File: src/rtl/rf_dump_reader.sv
// Register-file dump reader: walks every address through a spare read port and streams {addr, data} beats.
// Optional build macro RF_DUMP_SKIP_ZERO_EN suppresses beats whose register value is zero.
module rf_dump_reader #(
  parameter int A_WIDTH = 5,
  parameter int D_WIDTH = 32
) (
  input  logic               clk,
  input  logic               rst,
  input  logic               start,
  output logic               busy,
  output logic               done,
  output logic [A_WIDTH-1:0] rd_addr,
  input  logic [D_WIDTH-1:0] rd_data,
  output logic               out_valid,
  input  logic               out_ready,
  output logic [A_WIDTH-1:0] out_addr,
  output logic [D_WIDTH-1:0] out_data,
  output logic [A_WIDTH:0]   word_count
);

  typedef enum logic [1:0] {IDLE, READ, SEND, FIN} state_t;

  localparam logic [A_WIDTH-1:0] LAST_IDX = {A_WIDTH{1'b1}};

  state_t             state, state_nx;
  logic [A_WIDTH-1:0] idx, idx_nx;
  logic [A_WIDTH-1:0] rd_addr_nx, out_addr_nx;
  logic [D_WIDTH-1:0] out_data_nx;
  logic [A_WIDTH:0]   word_count_nx;
  logic               out_valid_nx, busy_nx, done_nx;
  logic               skip_word;

`ifdef RF_DUMP_SKIP_ZERO_EN
  assign skip_word = (rd_data == {D_WIDTH{1'b0}});
`else
  assign skip_word = 1'b0;
`endif

  always_ff @(posedge clk) begin
    if (rst) begin
      state      <= IDLE;
      idx        <= '0;
      rd_addr    <= '0;
      busy       <= 1'b0;
      done       <= 1'b0;
      out_valid  <= 1'b0;
      out_addr   <= '0;
      out_data   <= '0;
      word_count <= '0;
    end else begin
      state      <= state_nx;
      idx        <= idx_nx;
      rd_addr    <= rd_addr_nx;
      busy       <= busy_nx;
      done       <= done_nx;
      out_valid  <= out_valid_nx;
      out_addr   <= out_addr_nx;
      out_data   <= out_data_nx;
      word_count <= word_count_nx;
    end
  end

  // All outputs are computed here one cycle ahead so every port comes straight from a flop.
  always_comb begin
    state_nx      = state;
    idx_nx        = idx;
    rd_addr_nx    = rd_addr;
    out_valid_nx  = out_valid;
    out_addr_nx   = out_addr;
    out_data_nx   = out_data;
    word_count_nx = word_count;
    case (state)
      IDLE: begin
        if (start) begin
          state_nx      = READ;
          idx_nx        = '0;
          rd_addr_nx    = '0;
          word_count_nx = '0;
        end else begin
          state_nx = IDLE;
        end
      end
      READ: begin
        if (skip_word) begin
          if (idx == LAST_IDX) begin
            state_nx = FIN;
          end else begin
            idx_nx     = idx + A_WIDTH'(1);
            rd_addr_nx = idx + A_WIDTH'(1);
          end
        end else begin
          out_data_nx  = rd_data;
          out_addr_nx  = idx;
          out_valid_nx = 1'b1;
          state_nx     = SEND;
        end
      end
      SEND: begin
        if (out_valid && out_ready) begin
          word_count_nx = word_count + (A_WIDTH + 1)'(1);
          out_valid_nx  = 1'b0;
          if (idx == LAST_IDX) begin
            state_nx = FIN;
          end else begin
            idx_nx     = idx + A_WIDTH'(1);
            rd_addr_nx = idx + A_WIDTH'(1);
            state_nx   = READ;
          end
        end else begin
          state_nx = SEND;
        end
      end
      FIN: begin
        state_nx = IDLE;
      end
      default: begin
        state_nx     = IDLE;
        out_valid_nx = 1'b0;
      end
    endcase
    busy_nx = (state_nx != IDLE);
    done_nx = (state_nx == FIN);
  end

endmodule

File: config.mk
export PLATFORM = sky130hd
export DESIGN_NAME = rf_dump_reader
export DESIGN_NICKNAME = d
export VERILOG_FILES = /design/src/rtl/rf_dump_reader.sv
export SDC_FILE = /design/constraint.sdc
export NUM_CORES = 1
export LEC_CHECK = 0
export ABC_CLOCK_PERIOD_IN_PS = 2020
export BUFFER_PORTS_ARGS = -buffer_cell sky130_fd_sc_hd__clkbuf_2
export CORE_MARGIN = 2
export CORE_UTILIZATION = 49
export CTS_BUF_LIST = sky130_fd_sc_hd__clkbuf_4 sky130_fd_sc_hd__clkbuf_8
export CTS_CLUSTER_DIAMETER = 150
export DETAILED_ROUTE_END_ITERATION = 7
export PLACE_DENSITY = 0.85
export SLEW_MARGIN = 30
export SYNTH_ARGS = -nofsm -noshare
export SYNTH_HDL_FRONTEND = slang
export SYNTH_SLANG_ARGS = --single-unit
File: constraint.sdc
create_clock -name clk -period 2.02 [get_ports clk]
set_input_delay 0.202 -clock clk [delete_from_list [all_inputs] [get_ports clk]]
set_output_delay 0.202 -clock clk [all_outputs]
set_load 0.02 [all_outputs]
==> reports/metrics.yaml <==
vias: 1954
r2r_cells: 6
fin_crit_sh_pct: 91.7
ir_drop_mv: 0.414
insertion_delay_ns: 0.30
gp_congestion: 0.847
relSlewSlack_pct: 67.7
seqPwrFrac_pct: 56.7
multi_input_area_um2: 911
clkPwrFrac_pct: 30.0
grt_max_degree: 48
numCtsBuffers: 5
maxSlewViolCount: 0
finalHoldViolations: 0
critical_path.max_fanout: 7
path_clk_slew_ns: 0.09
start_util_pct: 51.3
setup_viol: 0
routed_wl_um: 4510
arrival_ns: 2.08
rr_startpoint: "idx[0]"
setup_tns_ns: 0
post_cts_resized: 0
synth_flop_cell: "dfxtp_1"
root_buffer: "clkbuf_8"
drt-wirelength-per-cell_um: 11.7
ys_ff_latch: 53
synth_cells: 255
yosysWarnings: 0
max_cap_violations: 0
status: "complete, no violations"
cts_max_level: 2
dp_cells: 379
clk_path_buf_depth: 2
die_y_um: 69.2
dp_hpwl_um: 3220
comb_power_share_pct: 13.3
num-fill-cells: 374
hold-worst-slack_ns: 0.111
synth_cell_types: 32
hold_buffers: 0
rsz0062_at_grt: "no"
critical_path.startpoint: "idx[0]"
netlist_area_um2: 2080
die-area_um2: 4790
setup.worst_path.end_class: "register"
io_pins: 87
cp_num_cells: 6
ys_seq_area_share_pct: 51.0
rr_endpoint: "idx[0]"
layout_min_cycle_time_ns: 1.85
r2r_slack_ns: 0.17
clock-sinks: 53
grt_first_pass_wirelength_um: 7470
p_per_area_nw_per_um2: 747
avgSynthCellArea_um2: 8.16
cts_tree: "yes"
die_x_um: 69.2
p_leak_nw: 1.13
cp_cell_sequence: "ha_1 -> and3_1 -> ha_1 -> nand4b_1 -> or3_1 -> a31oi_1"
required_ns: 2.25
register_area_um2: 1060
track_usage_pct: 18.6
drc: 0
port-buffer-count: 86
min_path_type: "input pin to register"
cpPeakStageDelay_ns: 0.37
crit_top_cell: "ha_1"
drtIter0Drc: 86
area.growth.synth_to_final_pct: 26.0
skew_ns: 0.00280
vias_per_cell: 5.06
tightest_slew_ns: 0.485
critical_path_buf_inv_count: 0
cp_top_family: "simple AND/OR/NAND/NOR gates"
finalNonFillerCells: 386
grt_remaining_overflow: 0
core_area_um2: 4060
crit_slowest_cell: "dfxtp_1"
syn_nets: 294
fmax_mhz: 540
dr.pass1.iters: 4
drive_gt1_share_pct: 31.3
cell_internal_pwr_w: 0.00145
critPathCapture: "idx[0]"
swShare_pct: 25.9
cp-start-kind: "register"
core.rowCount: 23
synth_enable_flop_cells: 0
fin_nets: 375
grt_pass1_vias: 1674
antennaDiodeCount: 0
switchingPower_w: 0.000506
post_cts_buffers: 0
crit_type: "register to register"
antenna_left: 0
antenna_found_initial: 0
async_flop_share_pct: 0
[through the flow]
stage | util (%) | setup slack [ns] | power [W] | area [um2]
CTS | 64.6 | 0.159 | 0.00199 | 2620
global placement | 62.4 | 0.231 | 0.00139 | 2530
global route | 64.6 | 0.0101 | 0.00205 | 2620
detailed placement | 62.4 | 0.170 | 0.00140 | 2530
floorplan | - | 0.246 | 0.00130 | 2080
finish | 64.6 | 0.168 | 0.00196 | 2620
[worst reg2reg max path, cell delays in order, from the launching register on]
cell,delay [ns]
dfxtp_1,0.37
ha_1,0.24
and3_1,0.19
ha_1,0.19
nand4b_1,0.27
or3_1,0.37
a31oi_1,0.15
[cell families (layout without fill, tap and decap cells)]
logic type | after synthesis | count (layout) | share of synthesized area [%]
flip-flops | 53 | 53 | 51.0
AO/OA/AOI/OAI | 56 | 56 | 15.0
multiplexers | 3 | 3 | 1.44
buffers and inverters | 24 | 105 | 5.41
adder cells (fa/ha/maj) | 3 | 3 | 1.80
AND/OR/NAND/NOR | 116 | 116 | 25.4
[routing by layer]
layer | global-route usage [%] | vias to the layer above | wire length, um
met5 | 0 | - | 0
met4 | 5.66 | 0 | 61
met3 | 4.94 | 6 | 247
met2 | 31.4 | 60 | 2220
met1 | 23.3 | 877 | 1980
li1 | - | 1011 | -
[cell usage in the layout (no fill, tap or decap), types with 2 or more instances in the layout]
master,n
nand2_1,79
inv_1,6
a21oi_1,45
nand2b_1,2
nand3_1,9
buf_4,6
or2_2,2
ha_1,3
nand4b_1,5
clkbuf_2,86
o21ai_0,2
nor2_1,5
nand3b_1,4
clkbuf_8,6
nand4_1,2
mux2i_1,3
a31oi_1,2
dfxtp_1,53
o211ai_1,2
[cell type report]
type | instances | area share, %
Sequential cell | 53 | 40.5
Tap cell | 50 | 2.39
Multi-Input combinational cell | 178 | 34.7
Inverter | 6 | 0.859
Clock buffer | 6 | 3.15
Timing Repair Buffer | 92 | 18.1
Clock inverter | 1 | 0.286
[power by group through the flow]
stage               sequential [W]  combinational [W]  clock, W
floorplan                  0.00118           0.000128         0
global placement           0.00113           0.000260         0
detailed placement         0.00114           0.000263         0
CTS                        0.00111           0.000264  0.000614
global route               0.00112           0.000289  0.000645
finish                     0.00111           0.000261  0.000587
[sequential cells by signal (all words and copies together), names as in the netlist]
| name | flops |
|---|---|
| busy | 1 |
| done | 1 |
| idx | 5 |
| out_addr | 5 |
| out_data | 32 |
| out_valid | 1 |
| state | 2 |
| word_count | 6 |
[worst min-delay path by stage]
stage,end,cells after the start,slack [ns],startpoint
floorplan,out_data[0],2,0.34,rd_data[0]
global placement,out_data[6],3,0.42,rd_data[6]
detailed placement,out_data[15],3,0.43,rd_data[15]
CTS,out_data[15],3,0.10,rd_data[15]
global route,out_data[20],3,0.11,rd_data[20]
finish,out_data[8],3,0.11,rd_data[8]
[synth_stat cells (all sizes together) (3+ instances only)]
cell / number / area [um2]
a21oi: 45 / 225
mux2i: 3 / 30.0
dfxtp: 53 / 1060
nand4b: 5 / 43.8
nand3b: 4 / 30.0
inv: 6 / 22.5
ha: 3 / 37.5
clkbuf: 9 / 33.8
nand3: 9 / 45.0
nand2: 79 / 297
buf: 9 / 56.3
nor2: 5 / 18.8
No activity file was read; power rests on OpenSTA's default activity.
